## src/rtl/paralelo_serial_ctrl_if.sv

```systemverilog
`default_nettype none
// ------------------------------------------------------------------
// paralelo_serial_ctrl_if : upstream/serializer bundle of the link ctrl
// Rev 1.0
// ------------------------------------------------------------------
interface paralelo_serial_ctrl_if;
  logic        enable;
  logic [7:0]  data_in;
  logic        valid_in;
  logic        ready_out;
  logic [7:0]  byte_out;
  logic        byte_valid;
  logic        active;
  logic [15:0] tx_count;

  modport master (
    output enable, data_in, valid_in,
    input  ready_out, byte_out, byte_valid, active, tx_count
  );

  modport slave (
    input  enable, data_in, valid_in,
    output ready_out, byte_out, byte_valid, active, tx_count
  );
endinterface
`default_nettype wire

```

## src/rtl/paralelo_serial_ctrl.sv

```systemverilog
`default_nettype none
// ------------------------------------------------------------------
// paralelo_serial_ctrl : IDLE/TRAIN/ACTIVE link controller feeding a
//   byte serializer, with periodic SKP insertion while ACTIVE.
// Rev 1.0
// ------------------------------------------------------------------
module paralelo_serial_ctrl #(
  parameter int unsigned TRAIN_LEN    = 4,
  parameter int unsigned SKP_INTERVAL = 16,
  parameter logic [7:0]  COM_SYM      = 8'hBC,
  parameter logic [7:0]  IDL_SYM      = 8'h7C,
  parameter logic [7:0]  SKP_SYM      = 8'h1C
) (
  input logic                   clk_4f,
  input logic                   reset_L,
  paralelo_serial_ctrl_if.slave bus
);

  localparam int unsigned TRAIN_W = (TRAIN_LEN > 1) ? $clog2(TRAIN_LEN) : 1;
  localparam int unsigned SKP_W   = $clog2(SKP_INTERVAL);

  localparam logic [TRAIN_W-1:0] TRAIN_LAST = TRAIN_W'(TRAIN_LEN - 1);
  localparam logic [SKP_W-1:0]   SKP_LAST   = SKP_W'(SKP_INTERVAL - 1);

  typedef enum logic [1:0] {
    S_IDLE   = 2'd0,
    S_TRAIN  = 2'd1,
    S_ACTIVE = 2'd2
  } state_t;

  state_t             state_q;
  logic [TRAIN_W-1:0] train_cnt_q;
  logic [SKP_W-1:0]   skp_cnt_q;
  logic [7:0]         byte_out_q;
  logic               byte_valid_q;
  logic               active_q;
  logic [15:0]        tx_count_q;

  logic skip_slot;
  logic ready;
  logic xfer;

  assign skip_slot = (state_q == S_ACTIVE) && (skp_cnt_q == SKP_LAST);
  assign ready     = (state_q == S_ACTIVE) && bus.enable && !skip_slot;
  assign xfer      = ready && bus.valid_in;

  always_ff @(posedge clk_4f or negedge reset_L) begin
    if (!reset_L) begin
      state_q      <= S_IDLE;
      train_cnt_q  <= '0;
      skp_cnt_q    <= '0;
      byte_out_q   <= 8'h00;
      byte_valid_q <= 1'b0;
      active_q     <= 1'b0;
      tx_count_q   <= 16'h0000;
    end else begin
      case (state_q)
        S_IDLE: begin
          byte_out_q   <= IDL_SYM;
          byte_valid_q <= 1'b0;
          active_q     <= 1'b0;
          train_cnt_q  <= '0;
          skp_cnt_q    <= '0;
          if (bus.enable) begin
            state_q <= S_TRAIN;
          end
        end

        S_TRAIN: begin
          byte_out_q   <= COM_SYM;
          byte_valid_q <= 1'b0;
          active_q     <= 1'b0;
          skp_cnt_q    <= '0;
          if (!bus.enable) begin
            state_q     <= S_IDLE;
            train_cnt_q <= '0;
          end else if (train_cnt_q == TRAIN_LAST) begin
            state_q     <= S_ACTIVE;
            train_cnt_q <= '0;
          end else begin
            train_cnt_q <= train_cnt_q + TRAIN_W'(1);
          end
        end

        S_ACTIVE: begin
          active_q    <= 1'b1;
          train_cnt_q <= '0;
          // A link being torn down sends idle, even on a skip slot.
          if (!bus.enable) begin
            byte_out_q   <= IDL_SYM;
            byte_valid_q <= 1'b0;
            state_q      <= S_IDLE;
            skp_cnt_q    <= '0;
          end else begin
            if (skip_slot) begin
              byte_out_q   <= SKP_SYM;
              byte_valid_q <= 1'b0;
            end else if (xfer) begin
              byte_out_q   <= bus.data_in;
              byte_valid_q <= 1'b1;
              tx_count_q   <= tx_count_q + 16'd1;
            end else begin
              byte_out_q   <= IDL_SYM;
              byte_valid_q <= 1'b0;
            end
            skp_cnt_q <= (skp_cnt_q == SKP_LAST) ? '0 : skp_cnt_q + SKP_W'(1);
          end
        end

        default: begin
          state_q      <= S_IDLE;
          train_cnt_q  <= '0;
          skp_cnt_q    <= '0;
          byte_out_q   <= IDL_SYM;
          byte_valid_q <= 1'b0;
          active_q     <= 1'b0;
        end
      endcase
    end
  end

  assign bus.ready_out  = ready;
  assign bus.byte_out   = byte_out_q;
  assign bus.byte_valid = byte_valid_q;
  assign bus.active     = active_q;
  assign bus.tx_count   = tx_count_q;

endmodule
`default_nettype wire

```

## src/flat_wrapper.sv

```systemverilog
// flat-port wrapper written by rule: the top's interface ports become plain ports
module paralelo_serial_ctrl_flat 
#(
  parameter int unsigned TRAIN_LEN    = 4,
  parameter int unsigned SKP_INTERVAL = 16,
  parameter logic [7:0]  COM_SYM      = 8'hBC,
  parameter logic [7:0]  IDL_SYM      = 8'h7C,
  parameter logic [7:0]  SKP_SYM      = 8'h1C
)
  (clk_4f, reset_L, bus_enable, bus_data_in, bus_valid_in, bus_ready_out, bus_byte_out, bus_byte_valid, bus_active, bus_tx_count);
  paralelo_serial_ctrl_if bus_i ();
  input logic clk_4f;
  input logic reset_L;
  input wire logic [$bits(bus_i.enable)-1:0] bus_enable;
  input wire logic [$bits(bus_i.data_in)-1:0] bus_data_in;
  input wire logic [$bits(bus_i.valid_in)-1:0] bus_valid_in;
  output wire logic [$bits(bus_i.ready_out)-1:0] bus_ready_out;
  output wire logic [$bits(bus_i.byte_out)-1:0] bus_byte_out;
  output wire logic [$bits(bus_i.byte_valid)-1:0] bus_byte_valid;
  output wire logic [$bits(bus_i.active)-1:0] bus_active;
  output wire logic [$bits(bus_i.tx_count)-1:0] bus_tx_count;
  assign bus_i.enable = bus_enable;
  assign bus_i.data_in = bus_data_in;
  assign bus_i.valid_in = bus_valid_in;
  assign bus_ready_out = bus_i.ready_out;
  assign bus_byte_out = bus_i.byte_out;
  assign bus_byte_valid = bus_i.byte_valid;
  assign bus_active = bus_i.active;
  assign bus_tx_count = bus_i.tx_count;
  paralelo_serial_ctrl #(.TRAIN_LEN(TRAIN_LEN), .SKP_INTERVAL(SKP_INTERVAL), .COM_SYM(COM_SYM), .IDL_SYM(IDL_SYM), .SKP_SYM(SKP_SYM)) u_core (.clk_4f(clk_4f), .reset_L(reset_L), .bus(bus_i));
endmodule
```

## config.mk

```make
export PLATFORM = sky130hd
export DESIGN_NAME = paralelo_serial_ctrl_flat
export DESIGN_NICKNAME = d
export VERILOG_FILES = /design/src/rtl/paralelo_serial_ctrl_if.sv /design/src/rtl/paralelo_serial_ctrl.sv /design/src/flat_wrapper.sv
export SDC_FILE = /design/constraint.sdc
export NUM_CORES = 1
export LEC_CHECK = 0
export CAP_MARGIN = 25
export CORE_MARGIN = 10
export CORE_UTILIZATION = 40
export DETAILED_ROUTE_END_ITERATION = 16
export PLACE_DENSITY = 0.67
export REMOVE_ABC_BUFFERS = 1
export SETUP_SLACK_MARGIN = 0.02
export SKIP_LAST_GASP = 1
export SLEW_MARGIN = 10
export SYNTH_ARGS = -nofsm -noshare
export SYNTH_HDL_FRONTEND = slang
export SYNTH_SLANG_ARGS = --single-unit
```

## constraint.sdc

```tcl
create_clock -name clk_4f -period 2.3 [get_ports clk_4f]
set_clock_uncertainty 0.15 [all_clocks]
set_input_delay 0.46 -clock clk_4f [delete_from_list [all_inputs] [get_ports clk_4f]]
set_output_delay 0.46 -clock clk_4f [all_outputs]
set_load 0.1 [all_outputs]
```

==> results_dict.tcl <==
set metrics [dict create \
    dr.max_layer_used "met4" \
    synth_compound_area_share_pct 7.074 \
    slew_headroom_pct 72.18 \
    p_seq_share_pct 37.2 \
    worstPathMaxFanout 4 \
    rr_worst_depth 6 \
    port_buffers 38 \
    timing.critical_path.slowest_cell_delay_ns 0.39 \
    antenna_found_initial 0 \
    place_congestion 0.7672 \
    drt_iter0_markers 43 \
    wl_met2_mm 1.570 \
    switching_share_pct 39.44 \
    min_period_ns 2.176 \
    cts_tree "yes" \
    wl_met1_mm 1.456 \
    avgRoutedWirePerCell_um 14.69 \
    slew_violations 0 \
    place_area_mm2 0.001979 \
    yosys_warnings 0 \
    worstMarginPinSlew_ns 0.4173 \
    internal-power_w 0.001130 \
    num_rows 22 \
    dp_slack_ns 0.09983 \
    slowest_stage "dfrtp_1" \
    start_util_pct 41.89 \
    clock-sinks 34 \
    hold_end "u_core.train_cnt_q[0]" \
    dieArea_mm2 0.006786 \
    end_kind "primary output" \
    fp.coreArea_mm2 0.003716 \
    hold_path_depth 1 \
    wl_met3_um 340 \
    combPwrFrac_pct 34.3 \
    drv_cap 0 \
    syn_avg_cell_area_um2 11.70 \
    path_clk_slew_ns 0.07 \
    wl_mm 3.423 \
    rrSetupSlack_ns 0.36 \
    cts_buffers 5 \
    cts.path.max_buffers 2 \
    fin_nets 203 \
    reg2reg_from "u_core.skp_cnt_q[0]" \
    die_h_um 82.38 \
    outcome "finished, final reports clean" \
    cp_num_buf_inv 2 \
    htreeDepth 2 \
    setup_violations 0 \
    final_cell_mix "buf_4 (34), dfrtp_1 (34), nand2_1 (17), xnor2_1 (11), clkdlybuf4s50_1 (11)" \
    finalCritPeriodShare_pct 94.61 \
    grt_setup_unrepaired "no" \
    hold_path_class "reg2reg" \
    synth_area_mm2 0.001556 \
    worst_setup_path_start_kind "flip-flop" \
    ios 39 \
    worstSetupPathType "reg2out" \
    grt_overflow 0 \
    power_density_mw_per_mm2 889.2 \
    drive_above_1_share_pct 27.57 \
    peakVddDrop_uv 369.0 \
    p_clk_share_pct 28.4 \
    p_leak_nw 1.017 \
    setup_ws_ns 0.1240 \
    synth.area.mux_share_pct 0 \
    route.detailed.drc 0 \
    clk_latency_ns 0.28 \
    fillers 349 \
    clock.fmax_mhz 459.6 \
    critPathTopFamily "flip-flops" \
    synth_top_family_by_area "simple AND/OR/NAND/NOR gates" \
    fin_util_pct 56.46 \
    synth-simple-area-share_pct 21.70 \
    synth_cells 133 \
    dr.pass1.iters 4 \
    cts_root_buf "clkbuf_8" \
    cp_cell_sequence "inv_1 -> ha_1 -> nand4_1 -> and3_1 -> buf_12" \
    synthAdderAreaFrac_pct 5.627 \
    die_x_um 82.38 \
    worstHoldStart "u_core.train_cnt_q[0]" \
    grt_max_degree 35 \
    place_hpwl_mm 2.660 \
    hold_viol_final 0 \
    grt_pass1_wl_mm 5.520 \
    drt.antenna.violating_nets 0 \
    ys_seq_elements 34 \
    grt_usage_pct 10.48 \
    critPathArrivalTime_ns 1.57 \
    grt_pass1_vias 1215 \
    dr_total_vias 1184 \
    cp.required_ns 1.69 \
    diodes 0 \
    holdBufCountCts 0 \
    seq_area_frac_synth_pct 54.66 \
    yosysUniqueCellTypes 30 \
    synthXorXnorAreaFrac_pct 9.003 \
    vias_per_cell 5.082 \
    r2r_end "u_core.bus.tx_count[4]" \
    finish.instance_area_mm2 0.002098 \
    syn_to_final_growth_pct 34.81 \
    p_sw_w 0.0007359 \
]
## registers in the layout (all words and copies together), names as in the netlist
name,count
u_core.bus.active,1
u_core.bus.byte_out,8
u_core.bus.byte_valid,1
u_core.bus.tx_count,16
u_core.skp_cnt_q,4
u_core.state_q,2
u_core.train_cnt_q,2
## how the worst max path moves through the flow
stage	from	to	slack [ns]	depth (start not counted)
after CTS	u_core.state_q[0]	bus_ready_out	0.06	4
after detailed placement	bus_enable	u_core.bus.tx_count[14]	0.1	5
after global placement	bus_enable	u_core.bus.tx_count[15]	0.15	5
after global routing	u_core.state_q[0]	bus_ready_out	0.07	5
final	u_core.state_q[0]	bus_ready_out	0.12	5
after floorplan	u_core.bus.tx_count[0]	u_core.bus.tx_count[10]	-0.06	5
## cell usage after synthesis
cell type / n / area [um2]
a21o_1: 2 / 15.01
a21oi_1: 1 / 5.000
a311oi_1: 2 / 17.52
a31oi_1: 2 / 12.51
a41oi_1: 1 / 8.760
and2_1: 2 / 12.51
and3_1: 4 / 25.02
and4_1: 1 / 8.760
buf_6: 1 / 11.26
clkbuf_1: 1 / 3.750
dfrtp_1: 34 / 850.8
ha_1: 7 / 87.58
inv_1: 4 / 15.01
nand2_1: 17 / 63.81
nand2b_1: 1 / 6.260
nand3_1: 7 / 35.03
nand3_4: 1 / 17.52
nand4_1: 6 / 37.54
nand4_2: 1 / 12.51
nor2_1: 3 / 11.26
nor2b_1: 4 / 25.02
nor3_1: 1 / 5.000
nor3_2: 3 / 30.03
nor4b_4: 2 / 47.55
o211ai_1: 2 / 15.01
o21ai_0: 3 / 15.01
o21ai_1: 3 / 15.01
o22ai_1: 1 / 6.260
xnor2_1: 11 / 96.34
xor2_1: 5 / 43.79
## kinds of logic after synthesis
logic type | after synthesis
buffers and inverters | 6
XOR/XNOR | 16
flip-flops | 34
adder cells (fa/ha/maj) | 7
AND/OR/NAND/NOR | 53
AO/OA/AOI/OAI | 17
## power by group through the flow
stage / clock, W / sequential, W / combinational [W]
after detailed placement: 0 / 0.000707 / 0.000647
final: 0.000531 / 0.000694 / 0.000641
after global placement: 0 / 0.000703 / 0.000637
after floorplan: 0 / 0.00105 / 0.000128
after CTS: 0.000542 / 0.000695 / 0.000649
after global routing: 0.000571 / 0.000699 / 0.000677
## cell type report
| class | count | area, um2 | area share [%] |
|---|---|---|---|
| Sequential cell | 34 | 850.8 | 40.55 |
| Multi-Input combinational cell | 93 | 678.2 | 32.32 |
| Timing Repair Buffer | 46 | 385.4 | 18.37 |
| Clock buffer | 5 | 68.82 | 3.280 |
| Tap cell | 48 | 60.06 | 2.862 |
| Clock inverter | 3 | 40.04 | 1.908 |
| Inverter | 4 | 15.01 | 0.7156 |
## per-stage QoR
| stage | TNS (ns) | total power (W) | std cells | hold WS [ns] |
|---|---|---|---|---|
| 2_1_floorplan | -0.1232 | 0.001183 | 131 | 0.01441 |
| 3_3_place_gp | 0 | 0.001340 | 224 | 0.2737 |
| 3_5_place_dp | 0 | 0.001355 | 224 | 0.2825 |
| 4_1_cts | 0 | 0.001885 | 233 | 0.2921 |
| 5_1_grt | 0 | 0.001947 | 233 | 0.3133 |
| 6_report | 0 | 0.001866 | 233 | 0.2864 |
## routing by layer
| metal | vias up | GRT usage [%] |
|---|---|---|
| met4 | 0 | 5.612 |
| li1 | 568 | - |
| met3 | 4 | 4.212 |
| met5 | - | 0 |
| met1 | 577 | 11.97 |
| met2 | 35 | 16.49 |
## timing repair
item                                    in CTS  in global routing
gates resized for setup                      0                  1
pin swaps                                    1                  0
buffers inserted                             1                  0
endpoints found under the setup margin       1                  1
No activity file was read; power rests on OpenSTA's default activity.
